[config.mk]
export PLATFORM = sky130hd
export DESIGN_NAME = exec_issue_arbiter_flat
export DESIGN_NICKNAME = d
export VERILOG_FILES = /design/src/rtl/exec_issue_arbiter_if.sv /design/src/rtl/exec_issue_arbiter.sv /design/src/flat_wrapper.sv
export SDC_FILE = /design/constraint.sdc
export NUM_CORES = 1
export LEC_CHECK = 0
export CAP_MARGIN = 15
export CORE_AREA = 2 2 324 326
export CTS_CLUSTER_DIAMETER = 150
export DETAILED_ROUTE_END_ITERATION = 16
export DIE_AREA = 0 0 326 328
export GPL_ROUTABILITY_DRIVEN = 0
export PLACE_DENSITY = 0.36
export SETUP_SLACK_MARGIN = 0.1
export SYNTH_ARGS = -nofsm -noshare
export SYNTH_HDL_FRONTEND = slang
export SYNTH_SLANG_ARGS = --single-unit
[constraint.sdc]
create_clock -name clk -period 2 [get_ports clk]
set_clock_uncertainty 0.1 [all_clocks]
set_input_delay 0.3 -clock clk [delete_from_list [all_inputs] [get_ports clk]]
set_output_delay 0.3 -clock clk [all_outputs]
set_load 0.005 [all_outputs]
[src/rtl/exec_issue_arbiter_if.sv]
// Issue-slot request bundle and exec order/accept/done handshake.
// The arbiter connects through the master modport and the slots/exec side through slave.
interface exec_issue_arbiter_if #(
    parameter int N_REQ  = 4,
    parameter int W_INFO = 160
);
    logic [N_REQ-1:0]        req_valid;
    logic [N_REQ*W_INFO-1:0] req_info;
    logic [N_REQ-1:0]        req_grant;
    logic                    flush;
    logic                    exec_order;
    logic [W_INFO-1:0]       exec_info;
    logic                    exec_accepted;
    logic                    exec_done;

    modport master (
        input  req_valid, req_info, flush, exec_accepted, exec_done,
        output req_grant, exec_order, exec_info
    );

    modport slave (
        output req_valid, req_info, flush, exec_accepted, exec_done,
        input  req_grant, exec_order, exec_info
    );
endinterface

[src/rtl/exec_issue_arbiter.sv]
// Round-robin arbiter sharing one exec unit among N_REQ issue slots; holds off
// further issue until exec reports done for the accepted instruction.
module exec_issue_arbiter #(
    parameter int N_REQ  = 4,
    parameter int W_INFO = 160,
    parameter int W_CNT  = 16
) (
    input  logic                  clk,
    input  logic                  rstn,
    exec_issue_arbiter_if.master  bus,
    output logic                  busy,
    output logic [W_CNT-1:0]      issue_count
);
    localparam int          PW = (N_REQ > 1) ? $clog2(N_REQ) : 1;
    localparam int unsigned NR = N_REQ;

    localparam logic [1:0] IDLE      = 2'd0;
    localparam logic [1:0] OFFER     = 2'd1;
    localparam logic [1:0] WAIT_DONE = 2'd2;

    logic [1:0]        state_q;
    logic [PW-1:0]     rr_ptr;
    logic [PW-1:0]     sel;
    logic [W_INFO-1:0] info_q;

    logic              pick_valid;
    logic [PW-1:0]     pick;
    logic [W_INFO-1:0] pick_info;
    logic [PW-1:0]     sel_next;
    int unsigned       idx;

    // First ready slot scanning rr_ptr, rr_ptr+1, ... with wrap at N_REQ.
    always_comb begin
        pick_valid = 1'b0;
        pick       = '0;
        idx        = 0;
        for (int unsigned k = 0; k < NR; k++) begin
            idx = 32'(rr_ptr) + k;
            if (idx >= NR) idx = idx - NR;
            if (!pick_valid && bus.req_valid[idx[PW-1:0]]) begin
                pick_valid = 1'b1;
                pick       = idx[PW-1:0];
            end
        end
    end

    always_comb begin
        pick_info = '0;
        for (int unsigned k = 0; k < NR; k++) begin
            if (PW'(k) == pick) pick_info = bus.req_info[k*W_INFO +: W_INFO];
        end
    end

    assign sel_next = (sel == PW'(NR - 1)) ? '0 : sel + 1'b1;

    always_ff @(posedge clk or negedge rstn) begin
        if (!rstn) begin
            state_q     <= IDLE;
            rr_ptr      <= '0;
            sel         <= '0;
            info_q      <= '0;
            issue_count <= '0;
        end else begin
            case (state_q)
                IDLE: begin
                    if (pick_valid && !bus.flush) begin
                        sel     <= pick;
                        info_q  <= pick_info;
                        state_q <= OFFER;
                    end
                end
                OFFER: begin
                    // Accept wins over flush/withdraw: exec has already taken the op.
                    if (bus.exec_accepted) begin
                        rr_ptr      <= sel_next;
                        issue_count <= issue_count + 1'b1;
                        state_q     <= bus.exec_done ? IDLE : WAIT_DONE;
                    end else if (bus.flush || !bus.req_valid[sel]) begin
                        state_q <= IDLE;
                    end
                end
                WAIT_DONE: begin
                    if (bus.exec_done) state_q <= IDLE;
                end
                default: state_q <= IDLE;
            endcase
        end
    end

    always_comb begin
        bus.exec_order = (state_q == OFFER);
        bus.exec_info  = info_q;
        bus.req_grant  = '0;
        if (state_q == OFFER && bus.exec_accepted) bus.req_grant[sel] = 1'b1;
        busy = (state_q != IDLE);
    end
endmodule

[src/flat_wrapper.sv]
// flat-port wrapper written by rule: the top's interface ports become plain ports
module exec_issue_arbiter_flat 
#(
    parameter int N_REQ  = 4,
    parameter int W_INFO = 160,
    parameter int W_CNT  = 16
)
  (clk, rstn, busy, issue_count, bus_req_valid, bus_req_info, bus_flush, bus_exec_accepted, bus_exec_done, bus_req_grant, bus_exec_order, bus_exec_info);
  exec_issue_arbiter_if #(.N_REQ(N_REQ), .W_INFO(W_INFO)) bus_i ();
  input  logic clk;
  input  logic rstn;
  output logic busy;
  output logic [W_CNT-1:0] issue_count;
  input wire logic [$bits(bus_i.req_valid)-1:0] bus_req_valid;
  input wire logic [$bits(bus_i.req_info)-1:0] bus_req_info;
  input wire logic [$bits(bus_i.flush)-1:0] bus_flush;
  input wire logic [$bits(bus_i.exec_accepted)-1:0] bus_exec_accepted;
  input wire logic [$bits(bus_i.exec_done)-1:0] bus_exec_done;
  output wire logic [$bits(bus_i.req_grant)-1:0] bus_req_grant;
  output wire logic [$bits(bus_i.exec_order)-1:0] bus_exec_order;
  output wire logic [$bits(bus_i.exec_info)-1:0] bus_exec_info;
  assign bus_i.req_valid = bus_req_valid;
  assign bus_i.req_info = bus_req_info;
  assign bus_i.flush = bus_flush;
  assign bus_i.exec_accepted = bus_exec_accepted;
  assign bus_i.exec_done = bus_exec_done;
  assign bus_req_grant = bus_i.req_grant;
  assign bus_exec_order = bus_i.exec_order;
  assign bus_exec_info = bus_i.exec_info;
  exec_issue_arbiter #(.N_REQ(N_REQ), .W_INFO(W_INFO), .W_CNT(W_CNT)) u_core (.clk(clk), .rstn(rstn), .bus(bus_i), .busy(busy), .issue_count(issue_count));
endmodule
== After elaboration in Yosys (flattened, before gate mapping) ==
Cells that the tools add are included.

* Flip-flop bits (word level): 182
* Bits of input ports: 649
* Logic and storage cells: 87

* Equal/unequal tests: 9
* Reduce and logical (&&, ||, !) cells: 18
* Magnitude comparators: 10
* $add $sub $neg: 9
* Multiplexer cells: 36

{| class="wikitable"
|+ Operator list
! operator !! number
|-
| $mux 160 || 4
|-
| $mux 2 || 14
|-
| $add 16x1->16 const B || 1
|-
| $lt 2x3->1 const B || 5
|-
| $bmux 1 s2 || 5
|-
| $mux 1 || 10
|-
| $ge 3x3->1 const B || 3
|-
| $sub 2x1->2 const B || 4
|-
| $add 2x2->3 const B || 2
|-
| $logic_and 1x1->1 || 6
|-
| $pmux 2 s3 || 1
|-
| $logic_not 1->1 || 5
|-
| $eq 2x2->1 const A || 2
|-
| $eq 2x2->1 const B || 2
|-
| $logic_not 2->1 || 2
|-
| $mux 4 || 1
|-
| $reduce_and 2->1 || 2
|-
| $add 2x1->3 const B || 1
|-
| $ge 2x3->1 const B || 1
|-
| $ne 3x2->1 const B || 1
|-
| $reduce_and 3->1 || 1
|-
| $add 2x1->2 const B || 1
|-
| $demux 1 s2 || 1
|-
| $eq 1x2->1 const A || 1
|-
| 6 further kinds || 6
|}

== Logic depth before layout (Yosys ltp) ==
Gate-level depths: netlist of run 1.

* Depth in word-level cells: 19
* Mapped depth: 9
* Depth with buffers taken out: 6

== Least setup slack after synthesis of run 1 ==
Ideal clock, no wire load.

* Path kind: flip-flop to flip-flop
* Start point: register u_core.state_q[0]
* End point: register u_core.info_q[118], in the netlist u_core.bus.exec_info[118]
* Stages on the path, launching flop included: 7
* Period minus slack after synthesis: 1.844 ns
* Path slack: 0.156 ns
* Buffers on the path: 2
* Library setup time: 0.142 ns
* Arrival: 1.602 ns
* Cells stage by stage: dfrtp_1 nor3_2 nand2b_1 nor2_2 buf_2 buf_1 a211oi_1

* Word-level cells in the longest chain between the ends: 2

{| class="wikitable"
|+ Ends and longest elaborated chain
! what !! RTL line !! text
|-
| start, declared || exec_issue_arbiter.sv:21 || <nowiki>logic [1:0] state_q;</nowiki>
|-
| start signal, assigned || exec_issue_arbiter.sv:77 || <nowiki>state_q <= bus.exec_done ? IDLE : WAIT_DONE;</nowiki>
|-
| $logic_not 2->1 || exec_issue_arbiter.sv:64 || <nowiki>case (state_q)</nowiki>
|-
| $reduce_and 2->1 (no source line) || n/a ||
|-
| end signal, assigned || exec_issue_arbiter.sv:68 || <nowiki>info_q <= pick_info;</nowiki>
|-
| end, declared || exec_issue_arbiter.sv:24 || <nowiki>logic [W_INFO-1:0] info_q;</nowiki>
|}

Every way passes these cells.
A chain may end at the register's enable or synchronous reset.

== Final worst setup path of run 1 ==
* Start point: register u_core.rr_ptr[0]
* End point: register u_core.info_q[151], in the netlist u_core.bus.exec_info[151]

* Word-level cells in the longest chain between the ends: 19
* Elaborated cells between the ends (all ways): 47
* Classes of those cells: add/sub: 7; order compare: 4; eq/ne: 3; mux: 24; reduce/logical: 9

{| class="wikitable"
|+ Ends and longest elaborated chain
! what !! RTL line !! text
|-
| start, declared || exec_issue_arbiter.sv:22 || <nowiki>logic [PW-1:0] rr_ptr;</nowiki>
|-
| start signal, assigned || exec_issue_arbiter.sv:75 || <nowiki>rr_ptr <= sel_next;</nowiki>
|-
| branches (longest 19 deep; another with $add 2x1->3) || n/a ||
|}

Parallel ways; which one is timed is not known. The select of a mux whose other input is x is not followed.

==> results of run 1 <==
==> cells in the final DEF, fill, tap and decap left out, types with 5 or more instances in the layout <==
| cell | n |
|---|---|
| sky130_fd_sc_hd__clkbuf_16 | 22 |
| sky130_fd_sc_hd__dfrtp_2 | 16 |
| sky130_fd_sc_hd__dfrtp_1 | 166 |
| sky130_fd_sc_hd__nand2_1 | 12 |
| sky130_fd_sc_hd__o22ai_1 | 154 |
| sky130_fd_sc_hd__buf_4 | 104 |
| sky130_fd_sc_hd__buf_16 | 14 |
| sky130_fd_sc_hd__dlygate4sd2_1 | 37 |
| sky130_fd_sc_hd__nor2_1 | 162 |
| sky130_fd_sc_hd__xor2_1 | 7 |
| sky130_fd_sc_hd__mux2i_2 | 20 |
| sky130_fd_sc_hd__mux2i_1 | 126 |
| sky130_fd_sc_hd__xnor2_1 | 8 |
| sky130_fd_sc_hd__buf_12 | 38 |
| sky130_fd_sc_hd__nand4_1 | 5 |
| sky130_fd_sc_hd__buf_8 | 14 |
| sky130_fd_sc_hd__o22ai_2 | 6 |
| sky130_fd_sc_hd__diode_2 | 7 |
| sky130_fd_sc_hd__a211oi_2 | 95 |
| sky130_fd_sc_hd__dlymetal6s2s_1 | 10 |
| sky130_fd_sc_hd__buf_6 | 32 |
| sky130_fd_sc_hd__clkdlybuf4s50_1 | 774 |
| sky130_fd_sc_hd__a211oi_1 | 62 |
| sky130_fd_sc_hd__clkbuf_8 | 5 |
| sky130_fd_sc_hd__mux2i_4 | 14 |
==> flip-flops by register name (all words and copies together), names as in the netlist <==
name and count:
u_core.sel 2, u_core.rr_ptr 2, u_core.bus.exec_info 160, u_core.state_q 2, u_core.issue_count 16
==> cell families after synthesis <==
kind of cell | count (synthesis) | synth area share, %
adders and majority gates | 5 | 0.626
and+or+nand+nor | 214 | 8.97
xor gates and xnor gates | 15 | 1.31
DFF | 182 | 45.6
muxes | 161 | 16.2
AOI/OAI and AO/OA | 336 | 23.0
buffers and inverters | 95 | 4.25
==> final timing paths <==
path,startpoint,end,slack [ns],cells after the start
min in group clk,bus_exec_done,u_core.state_q[1]$_DFFE_PN0P_,0.22,2
setup reg to reg,u_core.rr_ptr[0]$_DFFE_PN0P_,u_core.bus.exec_info[151]$_DFFE_PN0P_,-0.11,10
setup / recovery,u_core.rr_ptr[0]$_DFFE_PN0P_,u_core.bus.exec_info[151]$_DFFE_PN0P_,-0.11,10
max in group asynchronous,rstn,u_core.issue_count[8]$_DFFE_PN0P_,0.89,3
hold reg to reg,u_core.issue_count[10]$_DFFE_PN0P_,u_core.issue_count[10]$_DFFE_PN0P_,0.40,1
hold / removal,rstn,u_core.bus.exec_info[47]$_DFFE_PN0P_,0.18,2
==> timing repair <==
action,4_1_cts,5_1_grt
pin swaps,58,18
gates resized for setup,239,131
hold buffers,1,0
buffers inserted,33,12
setup endpoints to repair,215,187
hold endpoints to repair,65,0
cloned,11,6
==> metal layers <==
metal  routed length, um  GRT usage, %  vias to the layer above
met3                5080          4.49                       74
met1               29200          14.9                     6202
met2               41300          25.3                      527
met5                  25             0                        -
met4                1740          4.58                        4
li1                    -             -                     5792
==> synthesized netlist by cell type, types with 5 or more instances <==
| cell type | instances |
|---|---|
| sky130_fd_sc_hd__o21ai_0 | 6 |
| sky130_fd_sc_hd__mux2i_1 | 160 |
| sky130_fd_sc_hd__nand2_1 | 12 |
| sky130_fd_sc_hd__clkbuf_1 | 50 |
| sky130_fd_sc_hd__and3_1 | 5 |
| sky130_fd_sc_hd__nand4_1 | 5 |
| sky130_fd_sc_hd__clkbuf_4 | 7 |
| sky130_fd_sc_hd__a211oi_1 | 160 |
| sky130_fd_sc_hd__buf_2 | 22 |
| sky130_fd_sc_hd__dfrtp_1 | 182 |
| sky130_fd_sc_hd__xor2_1 | 7 |
| sky130_fd_sc_hd__xnor2_1 | 8 |
| sky130_fd_sc_hd__ha_1 | 5 |
| sky130_fd_sc_hd__inv_1 | 7 |
| sky130_fd_sc_hd__buf_1 | 6 |
| sky130_fd_sc_hd__nor2_1 | 167 |
| sky130_fd_sc_hd__o22ai_1 | 160 |
==> final cells by class <==
cell class / instances / area (sq um)
Multi-Input combinational cell: 731 / 5970
Inverter: 7 / 33.8
Antenna cell: 7 / 17.5
Fill cell: 11145 / 79300
Clock buffer: 21 / 480
Sequential cell: 182 / 4570
Timing Repair Buffer: 1035 / 11000
Tap cell: 1380 / 1730
Clock inverter: 11 / 170
==> per-stage QoR <==
stage,worst slack (ns),cells
final,-0.108,3374
after global routing,-0.193,3374
after CTS,-0.131,3350
after detailed placement,-0.745,3274
after global placement,-0.695,3274
after floorplan,0.156,1008
==> report_power, final <==
group          internal (W)  total, W  switching (W)
registers           0.00541   0.00679        0.00137
clock network       0.00223   0.00409        0.00186
logic               0.00852    0.0143        0.00577
==> impl_metrics.sql, run 1 <==
INSERT INTO impl_metrics (metric_group, metric, value, unit) VALUES
('die', 'chipWidth', '326', 'um'),
('cts', 'htree_levels', '4', ''),
('flow_run', 'drv_cap', '0', ''),
('worst_setup_path', 'worstPathCellList', 'and2b_2 > o21ai_2 > a21boi_2 > buf_4 > nor2_4 > buf_12 > buf_8 > clkbuf_16 > buf_16 > a211oi_4', ''),
('worst_setup_path', 'slowest_stage', 'sky130_fd_sc_hd__dfrtp_1', ''),
('timing', 'max_slew.worst_pin.slew', '0.481', 'ns'),
('timing', 'setup_viol', '140', ''),
('place', 'postPlaceCellArea', '21100', 'sq um'),
('worst_setup_path', 'timing_worst_setup_path_type', 'register to register', ''),
('synthesis', 'mappedNetlistArea', '10000', 'sq um'),
('power_and_ir_drop', 'power_density', '1050', 'nW/um^2'),
('drt', 'route.detailed.drc', '0', ''),
('die', 'floorplan.initialDensity', '9.69', '%'),
('synthesis', 'ys.warnings.count', '0', ''),
('drt', 'drt-vias-per-instance', '3.73', ''),
('cts', 'tritoncts.num_buffers', '17', ''),
('synthesis', 'synth.largest_area_cell', 'sky130_fd_sc_hd__dfrtp_1', ''),
('timing', 'timing_hold_violations_final', '0', ''),
('power_and_ir_drop', 'totalPowerFinal', '0.0252', 'W'),
('worst_setup_path', 'required', '2.34', 'ns'),
('drt', 'drt-pass1-iter-count', '4', ''),
('timing', 'final_max_slew_viol_count', '0', ''),
('synthesis', 'syn_area_per_cell', '9.92', 'sq um'),
('drt', 'dr_total_vias', '12599', ''),
('synthesis', 'synth_async_sr_flop_share', '100', '%'),
('cts', 'clkLatencyLatePin', '0.52', 'ns'),
('drt', 'postRouteWirelength', '77300', 'um'),
('synthesis', 'netlist_instances', '1008', ''),
('cells_and_area', 'drive_above_1_share', '21.6', '%'),
('synthesis', 'ranking_of_synthesized_cells_by_area', 'sky130_fd_sc_hd__dfrtp_1 (46%), sky130_fd_sc_hd__mux2i_1 (16%), sky130_fd_sc_hd__a211oi_1 (12%)', ''),
('die', 'fp.coreArea', '103000', 'sq um'),
('worst_setup_path', 'largest_stage_delay_on_the_critical_path', '0.38', 'ns'),
('die', 'dieHeight', '328', 'um'),
('power_and_ir_drop', 'irDropWorstVdd', '486', 'uV'),
('timing', 'timing.final.crit_period', '2.11', 'ns'),
('power_and_ir_drop', 'cellLeakagePower', '9.41', 'nW'),
('cts', 'path_clk_slew', '0.09', 'ns'),
('cells_and_area', 'finish.utilization', '23.2', '%'),
('worst_setup_path', 'critPathLaunchType', 'register', ''),
('drt', 'drt-initial-drc-count', '485', ''),
('worst_hold_path', 'min-delay-path-class', 'input pin to async pin', ''),
('worst_setup_path', 'critPathBufInv', '5', ''),
('cts', 'library_cell_used_as_clock_root_buffer', 'sky130_fd_sc_hd__clkbuf_16', ''),
('cells_and_area', 'syn_to_final_growth', '139', '%'),
('cts', 'clock_sinks', '182', ''),
('cts', 'clock_tree.buffer_depth', '2', ''),
('die', 'die_area', '107000', 'sq um'),
('worst_setup_path', 'critical_path.max_fanout', '6', ''),
('synthesis', 'synthDistinctLibCells', '41', ''),
('timing', 'fin_hold_ws', '0.177', 'ns'),
('cts', 'clock_tree_from_tritoncts', 'yes', ''),
('timing', 'setup_repair_after_global_routing_missed_its_margin', 'yes', ''),
('worst_setup_path', 'crit_family', 'buffers and inverters', ''),
('synthesis', 'syn-num-nets', '1662', ''),
('synthesis', 'number_of_synthesized_flops_with_an_enable_pin', '0', ''),
('outcome', 'violations', 'setup timing', ''),
('timing', 'setup_tns', '-5.64', 'ns'),
('grt', 'grt_overflow_total', '0', ''),
('worst_setup_path', 'worst_ep_arrival_time', '2.44', 'ns'),
('cells_and_area', 'nets', '2628', ''),
('worst_setup_path', 'crit_path_end_kind', 'register', ''),
('timing', 'fin_crit_sh', '105', '%'),
('die', 'num_rows', '118', ''),
('timing', 'setup_slack', '-0.108', 'ns'),
('synthesis', 'synth_top_area_share', '45.6', '%'),
('grt', 'wire_length_of_the_first_global_routing_pass', '105000', 'um'),
('grt', 'via_count_of_the_first_global_routing_pass', '14149', ''),
('cells_and_area', 'stdcell_area', '23900', 'sq um'),
('grt', 'maximum_number_of_pins_on_one_net_before_global_route_repair', '50', ''),
('drt', 'avgRoutedWirePerCell', '22.9', 'um'),
('synthesis', 'synth_flop_cell', 'sky130_fd_sc_hd__dfrtp_1', ''),
('die', 'boundaryPins', '831', ''),
('place', 'place.detailed.hpwl', '57800', 'um'),
('timing', 'relSlewSlack', '68.0', '%'),
('synthesis', 'synth_seq_area_share', '45.6', '%'),
('grt', 'grt_util_all_layers', '13.8', '%'),
('outcome', 'outcome', 'finished with violations', ''),
('drt', 'antenna_left', '0', ''),
('grt', 'grt_antenna_before_repair', '11', ''),
('place', 'buffer_ports.inserted', '830', ''),
('timing', 'fmaxAchievable', '0.474', 'GHz'),
('synthesis', 'ys_ff_latch', '182', '');
No activity file was read; power rests on OpenSTA's default activity.
==> run 2, diff against run 1 <==
- SLEW_MARGIN: not set -> 0
==> results of run 2 <==
Final layout, timing and power as in run 1 (identical DEF).
